File: config.mk
export PLATFORM = sky130hd
export DESIGN_NAME = tank_ctrl
export DESIGN_NICKNAME = d
export VERILOG_FILES = /design/src/rtl/tank_ctrl.sv
export SDC_FILE = /design/constraint.sdc
export NUM_CORES = 1
export LEC_CHECK = 0
export ABC_CLOCK_PERIOD_IN_PS = 2250
export CORE_MARGIN = 3
export CORE_UTILIZATION = 53
export CTS_CLUSTER_SIZE = 10
export DETAILED_ROUTE_END_ITERATION = 8
export PLACE_DENSITY = 0.77
export SLEW_MARGIN = 20
export SYNTH_ARGS = -nofsm -noshare
export SYNTH_HDL_FRONTEND = slang
export SYNTH_SLANG_ARGS = --single-unit
File: constraint.sdc
create_clock -name clk -period 2.25 [get_ports clk]
set_input_delay 0.45 -clock clk [delete_from_list [all_inputs] [get_ports clk]]
set_output_delay 0.45 -clock clk [all_outputs]
set_load 0.05 [all_outputs]
File: src/rtl/tank_ctrl.sv
// Per-player tank state writer: turns raw joystick levels into the tile
// position, heading and fire pulse read by the VGA renderer. Position and
// heading only change while the renderer is not sampling them (i_VGA_buzy=0).
module tank_ctrl #(
    parameter int INIT_X        = 2,
    parameter int INIT_Y        = 2,
    parameter int INIT_DIR      = 0,
    parameter int X_MAX         = 39,
    parameter int Y_MAX         = 29,
    parameter int MOVE_PERIOD   = 2500000,
    parameter int FIRE_COOLDOWN = 12500000
) (
    input  logic       clk,
    input  logic       rst_n,
    input  logic [1:0] i_top_state,
    input  logic       i_VGA_buzy,
    input  logic       i_up,
    input  logic       i_down,
    input  logic       i_left,
    input  logic       i_right,
    input  logic       i_fire,
    output logic [5:0] o_x,
    output logic [5:0] o_y,
    output logic [1:0] o_dir,
    output logic       o_fire,
    output logic [4:0] o_led
);

    localparam int MCW = (MOVE_PERIOD > 2) ? $clog2(MOVE_PERIOD) : 1;
    localparam int FCW = $clog2(FIRE_COOLDOWN + 1);

    localparam logic [5:0]     C_INIT_X = 6'(INIT_X);
    localparam logic [5:0]     C_INIT_Y = 6'(INIT_Y);
    localparam logic [1:0]     C_INIT_D = 2'(INIT_DIR);
    localparam logic [5:0]     C_X_MAX  = 6'(X_MAX);
    localparam logic [5:0]     C_Y_MAX  = 6'(Y_MAX);
    // The counter is compared before its increment, so the step fires on the
    // cycle the count rolls into MOVE_PERIOD-1; commit then lands one period
    // after the previous commit.
    localparam logic [MCW-1:0] C_MV_LAST = MCW'(MOVE_PERIOD - 2);
    localparam logic [FCW-1:0] C_CD_LOAD = FCW'(FIRE_COOLDOWN - 1);

    localparam logic [1:0] D_UP    = 2'd0;
    localparam logic [1:0] D_RIGHT = 2'd1;
    localparam logic [1:0] D_DOWN  = 2'd2;
    localparam logic [1:0] D_LEFT  = 2'd3;

    typedef enum logic [1:0] {
        S_IDLE,
        S_READY,
        S_HOLD,
        S_COMMIT
    } state_t;

    state_t         r_state;
    logic [4:0]     r_btn_s1;
    logic [4:0]     r_btn_s2;
    logic           r_fire_d;
    logic [1:0]     r_pend;
    logic [MCW-1:0] r_mcnt;
    logic [FCW-1:0] r_cd;

    logic [4:0]     w_btn_raw;
    logic           w_req_vld;
    logic [1:0]     w_req_dir;
    logic           w_fire_rise;
    logic           w_play;

    assign w_btn_raw   = {i_fire, i_right, i_left, i_down, i_up};
    assign w_fire_rise = r_btn_s2[4] & ~r_fire_d;
    assign w_play      = (i_top_state == 2'b01);
    assign o_led       = r_btn_s2;

    // Two-flop synchronizer for every button, plus the fire edge register.
    always_ff @(posedge clk or negedge rst_n) begin
        if (!rst_n) begin
            r_btn_s1 <= '0;
            r_btn_s2 <= '0;
            r_fire_d <= 1'b0;
        end else begin
            r_btn_s1 <= w_btn_raw;
            r_btn_s2 <= r_btn_s1;
            r_fire_d <= r_btn_s2[4];
        end
    end

    // Requested direction with up > down > left > right priority.
    always_comb begin
        w_req_vld = 1'b1;
        w_req_dir = D_UP;
        if (r_btn_s2[0])      w_req_dir = D_UP;
        else if (r_btn_s2[1]) w_req_dir = D_DOWN;
        else if (r_btn_s2[2]) w_req_dir = D_LEFT;
        else if (r_btn_s2[3]) w_req_dir = D_RIGHT;
        else                  w_req_vld = 1'b0;
    end

    // Movement FSM: latch requests, pace steps, commit only when not buzy.
    always_ff @(posedge clk or negedge rst_n) begin
        if (!rst_n) begin
            r_state <= S_IDLE;
            r_pend  <= C_INIT_D;
            r_mcnt  <= '0;
            o_x     <= C_INIT_X;
            o_y     <= C_INIT_Y;
            o_dir   <= C_INIT_D;
        end else if (i_top_state == 2'b00) begin
            // Reinit from any state; a pending commit is thrown away.
            r_state <= S_IDLE;
            r_pend  <= C_INIT_D;
            r_mcnt  <= '0;
            o_x     <= C_INIT_X;
            o_y     <= C_INIT_Y;
            o_dir   <= C_INIT_D;
        end else if (i_top_state[1]) begin
            // Paused: everything holds, including any pending commit.
            r_state <= r_state;
        end else begin
            case (r_state)
                S_IDLE: begin
                    r_mcnt  <= '0;
                    o_x     <= C_INIT_X;
                    o_y     <= C_INIT_Y;
                    o_dir   <= C_INIT_D;
                    r_state <= S_READY;
                end
                S_READY: begin
                    if (w_req_vld) begin
                        r_pend  <= w_req_dir;
                        r_state <= S_COMMIT;
                    end
                end
                S_HOLD: begin
                    if (!w_req_vld) begin
                        r_mcnt  <= '0;
                        r_state <= S_READY;
                    end else if (w_req_dir != r_pend) begin
                        r_pend  <= w_req_dir;
                        r_mcnt  <= '0;
                        r_state <= S_COMMIT;
                    end else begin
                        r_mcnt <= r_mcnt + 1'b1;
                        if (r_mcnt == C_MV_LAST) r_state <= S_COMMIT;
                    end
                end
                S_COMMIT: begin
                    if (!i_VGA_buzy) begin
                        r_mcnt  <= '0;
                        r_state <= S_HOLD;
                        if (r_pend != o_dir) begin
                            o_dir <= r_pend;
                        end else begin
                            // Step, dropped if it would leave the playfield.
                            case (r_pend)
                                D_UP:    if (o_y != 6'd0)  o_y <= o_y - 6'd1;
                                D_RIGHT: if (o_x < C_X_MAX) o_x <= o_x + 6'd1;
                                D_DOWN:  if (o_y < C_Y_MAX) o_y <= o_y + 6'd1;
                                default: if (o_x != 6'd0)  o_x <= o_x - 6'd1;
                            endcase
                        end
                    end else if (w_req_vld && (w_req_dir != r_pend)) begin
                        // New direction while waiting replaces the pending action.
                        r_pend <= w_req_dir;
                    end
                end
                default: r_state <= S_IDLE;
            endcase
        end
    end

    // Fire pulse with cooldown; the cooldown keeps running in every top state.
    always_ff @(posedge clk or negedge rst_n) begin
        if (!rst_n) begin
            o_fire <= 1'b0;
            r_cd   <= '0;
        end else if (w_fire_rise && w_play && (r_cd == '0)) begin
            o_fire <= 1'b1;
            r_cd   <= C_CD_LOAD;
        end else begin
            o_fire <= 1'b0;
            if (r_cd != '0) r_cd <= r_cd - 1'b1;
        end
    end

endmodule

; ---- Yosys cells after proc, flatten, opt, wreduce, memory -nomap -nowiden
; Cells that the tools add are included.
[word_totals]
inputBits = 10
output_inout_bits = 20
register_bits = 76
[classes]
mux = 54
eq_ne = 25
n_reduce_logical = 21
bitwise = 2
n_lt_le_gt_ge = 2
add_sub_neg = 6
[op_table]
columns = cell, n
row1 = two-way mux 22 bit, 5
row2 = two-way mux 6 bit, 12
row3 = case mux 22 bit (3 select lines), 1
row4 = two-way mux 24 bit, 2
row5 = case mux 6 bit (2 select lines), 4
row6 = two-way mux 2 bit, 21
row7 = inequality test 3 bit (second input constant), 9
row8 = zero test 24 bit, 1
row9 = nonzero test 24 bit, 1
row10 = subtractor 24 x 1 -> 24 bit (second input constant), 1
row11 = adder 22 x 1 -> 22 bit (second input constant), 1
row12 = equality test 22 bit (second input constant), 1
row13 = AND reduction 7 bit, 3
row14 = adder 6 x 1 -> 6 bit (second input constant), 2
row15 = inequality test 4 bit (second input constant), 3
row16 = nonzero test 6 bit, 2
row17 = subtractor 6 x 1 -> 6 bit (second input constant), 2
row18 = case mux 2 bit (4 select lines), 1
row19 = AND reduction 4 bit, 2
row20 = nonzero test 4 bit, 2
row21 = equality test 2 x 1 -> 1 bit (second input constant), 3
row22 = equality test 2 bit (second input constant), 3
row23 = zero test 2 bit, 3
row24 = less-than comparator 6 x 5 -> 1 bit (second input constant), 1
row25 = other kinds (16), 24

; ---- Logic depth before layout (Yosys ltp)
[logic_depth]
depth_word = 11
depth_mapped = 10
ltp_nobuf = 8

; ---- Worst setup path after synthesis
; No wires, ideal clock.
[synth_path]
path_kind = register to register
startpoint = register r_state[0]
endpoint = register r_mcnt[10]
setup_ns = 0.132
arrival_time_ns = 2.062
setup_slack_ns = 0.057
synth_period_minus_slack_ns = 2.193
path_stages_with_launch = 11
required_time_ns = 2.118
path_buffers = 3
cell_sequence = dfrtp_1 > inv_1 > ha_1 > nand2b_1 > a21boi_1 > or2_2 > clkbuf_1 > nor2b_1 > clkbuf_1 > clkbuf_1 > nor2_1
[synth_between]
elab_chain_len = 4
[synth_rtl]
columns = item, line
row1 = from (decl), 55  ; state_t r_state;
row2 = from (signal assigned), 117  ; r_state <= r_state;
row3 = equality test 2 bit / zero test 2 bit (equally long branches), 119  ; case (r_state)
row4 = case mux 22 bit (3 select lines), 119
row5 = two-way mux 22 bit, 115  ; end else if (i_top_state[1]) begin
row6 = two-way mux 22 bit, 107  ; end else if (i_top_state == 2'b00) begin
row7 = to (signal assigned), 142  ; r_mcnt <= r_mcnt + 1'b1;
row8 = to (decl), 60  ; logic [MCW-1:0] r_mcnt;
; Several ways; a longest one is shown, not always the timed one. The select of a mux whose other input is x is not followed.
; A chain may end at the register's enable or synchronous reset.

; ---- Final worst setup path
[layout_path]
startpoint = register o_y[0]
endpoint = output port o_y[0]
[layout_rtl]
columns = item, line
row1 = from (decl), 23  ; output logic [5:0] o_y,
row2 = from (signal assigned), 155  ; D_UP: if (o_y != 6'd0) o_y <= o_y - 6'd1;
row3 = from (signal assigned), 157  ; D_DOWN: if (o_y < C_Y_MAX) o_y <= o_y + 6'd1;
; No word-level cell between the ends.

==> metrics.txt <==
Setup crit start=o_y[0]; Worst slew margin=61.8%; die area=8960 µm²; r2r startpoint=r_cd[0]; most common flop cell mapped by yosys=dfrtp_1; Syn-to-layout area delta=22.4%; post-detailed-route count of antenna-violating nets=0; global-route met1 utilization=29.2%; Worst Path Arrival=1700 ps; gpl congestion=0.878; crit path time final=2150 ps; clock-pin slew on the worst setup and hold paths=90 ps; Post-Syn Area=4170 µm²; CP Max Fanout=7; Max IR drop VDD=315 µV; pwr dens=600 nW/µm²; Post-DP Area=4880 µm²; Via density=5.74; clock skew=17.6 ps; Nets=540; RSZ-0062 raised after global routing=no; routed length per instance=14.6 µm; Worst Max-Slew Pin Slew=571 ps; I/O Buffers=29; Critical Path RT=1800 ps; Post-Syn Nets=465; layout cell share with drive strength beyond 1=17.1%; Netlist cell types=59; H-tree levels=3; most frequent cells in the layout=dfrtp_1, nor2_1, buf_4; sequential-to-total area share from yosys stat=45.7%; Post-CTS Setup Inserts=0; Final Hold Fails=0; largest family of logic cells by synthesized area=simple AND/OR/NAND/NOR gates; Post-Synth Simple-Gate Area=23.6%; HP Class=in -> async; Core Area=7450 µm²; Synth Area in Adders=6.07%; Synth Register Bits=76; slowest cell on the critical path=clkdlybuf4s50_1; gr usage total=21.0%; CP top delay family=buffers and inverters; grt met2 use=33.5%; CP Launch Type=flip-flop; First DRT Iteration DRCs=185; ys async rst share=100%; largest net degree at the start of global routing=40; DRC errors left=0; Final Non-Filler Cells=615; period utilization=95.4%; Synth Area in Compound Gates=13.8%; clock buffer depth=2; R2R Path End=r_cd[17]; crit-path cells=clkdlybuf4s50_1; mux cell area share after synthesis=1.86%; grt met3 use=3.11%; num ports=30; Initial DRT Pass Iterations=4; Syn Inst Count=436; Reg2Reg Depth=8; Max Slew Vio Count=0; dpl hpwl=6.53 mm; global-route wire length before repair=14.9 mm; starting density of the core=55.9%; fmax=466 MHz; leading cell type in the layout, fill and taps excluded=dfrtp_1; leakage=0.00223 µW; Synth Area in XOR/XNOR=6.73%; final instance area=5100 µm²; R2R Setup Slk=120 ps; total grt overflow=0; clk_lat worst skew=340 ps; total wire length=8.95 mm; initial antenna violation count=0; Synth Area per Inst=9.55 µm²; Diodes inserted=0; crit-path max cell delay=860 ps; status=finished clean; total CTS buffers=9; Critical path buffers and inverters=1; clock tree sinks=76; EDFF count, synth=0; clk root buf=clkbuf_8; via count=3,531; Fill cells=584; critical path capture point type=output port; Die X=94.7 µm; CTS tree=yes; Syn. warnings=0; # Max-Cap Violations=0; Die Y-Extent=94.7 µm; Setup violations, final=0; cell count after placement=599; gr busiest metal=met2; vias in the first global route=3,264; WS Path Type=reg -> out; row count=31; hold_buf cts=0
stage by stage:
step	util (%)	hold WS, ps	total power (µW)	setup TNS, ps	worst slack (ps)
global placement	65.6	334	2030	-102	-32.6
global route	68.5	88.2	3220	0	3.68
CTS	68.2	70.4	3090	0	3.28
finish	68.5	68.9	3060	0	103
floorplan	-	154	1840	0	56.7
detailed placement	65.6	336	2050	-287	-76.3
report_power, final:
part           internal [µW]  total, µW  switching [µW]
registers               1400       1450            45.4
logic                    261        587             326
clock network            538       1030             491
total                   2200       3060             862
worst register-to-register path, delay by kind of cell (launching register included):
family | cells | cell delay, ps
fa+ha+maj | 1 | 170
compound gates | 1 | 120
buf+inv | 1 | 120
simple gates | 5 | 1260
flops | 1 | 390
logic make-up (layout without fill, tap and decap cells):
group | count (synthesis) | after routing
xor gates and xnor gates | 32 | 32
buffers and inverters | 23 | 103
AOI/OAI and AO/OA | 92 | 92
muxes | 7 | 7
DFF | 76 | 76
and+or+nand+nor | 187 | 187
adders and majority gates | 19 | 19
routing by layer:
layer / vias to the layer above / part of all wire [%]
met5: - / 0
li1: 1719 / -
met1: 1725 / 48
met4: 0 / 0.96
met3: 8 / 4.4
met2: 79 / 47
final cells by class:
type                            instances  area, µm²  share of cell area (%)
Inverter                               13       48.8                   0.957
Multi-Input combinational cell        337       2180                    42.8
Clock buffer                           11        141                    2.77
Timing Repair Buffer                   74        643                    12.6
Tap cell                               99        124                    2.43
Sequential cell                        76       1910                    37.4
Clock inverter                          5       52.6                    1.03
cells in the mapped netlist (all sizes together) (4+ instances only):
| library cell | number | share of area [%] |
|---|---|---|
| nor2b | 4 | 0.60 |
| dfrtp | 74 | 44 |
| nor4b | 4 | 0.99 |
| nor2 | 49 | 4.4 |
| xor2 | 17 | 3.6 |
| inv | 13 | 1.2 |
| a211oi | 5 | 0.90 |
| a22o | 7 | 1.5 |
| nor4 | 15 | 2.8 |
| ha | 17 | 5.1 |
| or2 | 4 | 0.60 |
| nand3 | 14 | 1.7 |
| nand2b | 6 | 0.90 |
| a21o | 6 | 1.1 |
| o21ai | 34 | 4.1 |
| nand2 | 40 | 3.6 |
| nor3 | 15 | 1.9 |
| buf | 4 | 0.54 |
| or3 | 5 | 0.75 |
| a21oi | 21 | 2.5 |
| clkbuf | 6 | 0.54 |
| mux2 | 6 | 1.6 |
| xnor2 | 15 | 3.2 |
| nand4 | 11 | 1.7 |
| and3 | 6 | 0.93 |
repair_timing:
item / 4_1_cts / 5_1_grt
endpoints found under the hold margin: 0 / 0
gates resized for setup: 0 / 11
setup endpoints to repair: 0 / 16
how the worst max path moves through the flow:
| stage | endpoint | slack, ps | cells after the start |
|---|---|---|---|
| 2_1_floorplan | r_mcnt[10] | 60 | 10 |
| 3_3_place_gp | r_mcnt[15] | -30 | 6 |
| 3_5_place_dp | r_mcnt[16] | -80 | 6 |
| 4_1_cts | o_x[1] | 3 | 1 |
| 5_1_grt | r_cd[8] | 4 | 9 |
| 6_report | o_y[0] | 100 | 1 |
flip-flops by register name, summed over array words and instances (netlist names), 2 cells and up:
name,flops
o_dir,2
o_led,5
o_x,6
o_y,6
r_btn_s1,5
r_cd,24
r_mcnt,22
r_pend,2
r_state,2
No activity file was read; power rests on OpenSTA's default activity.
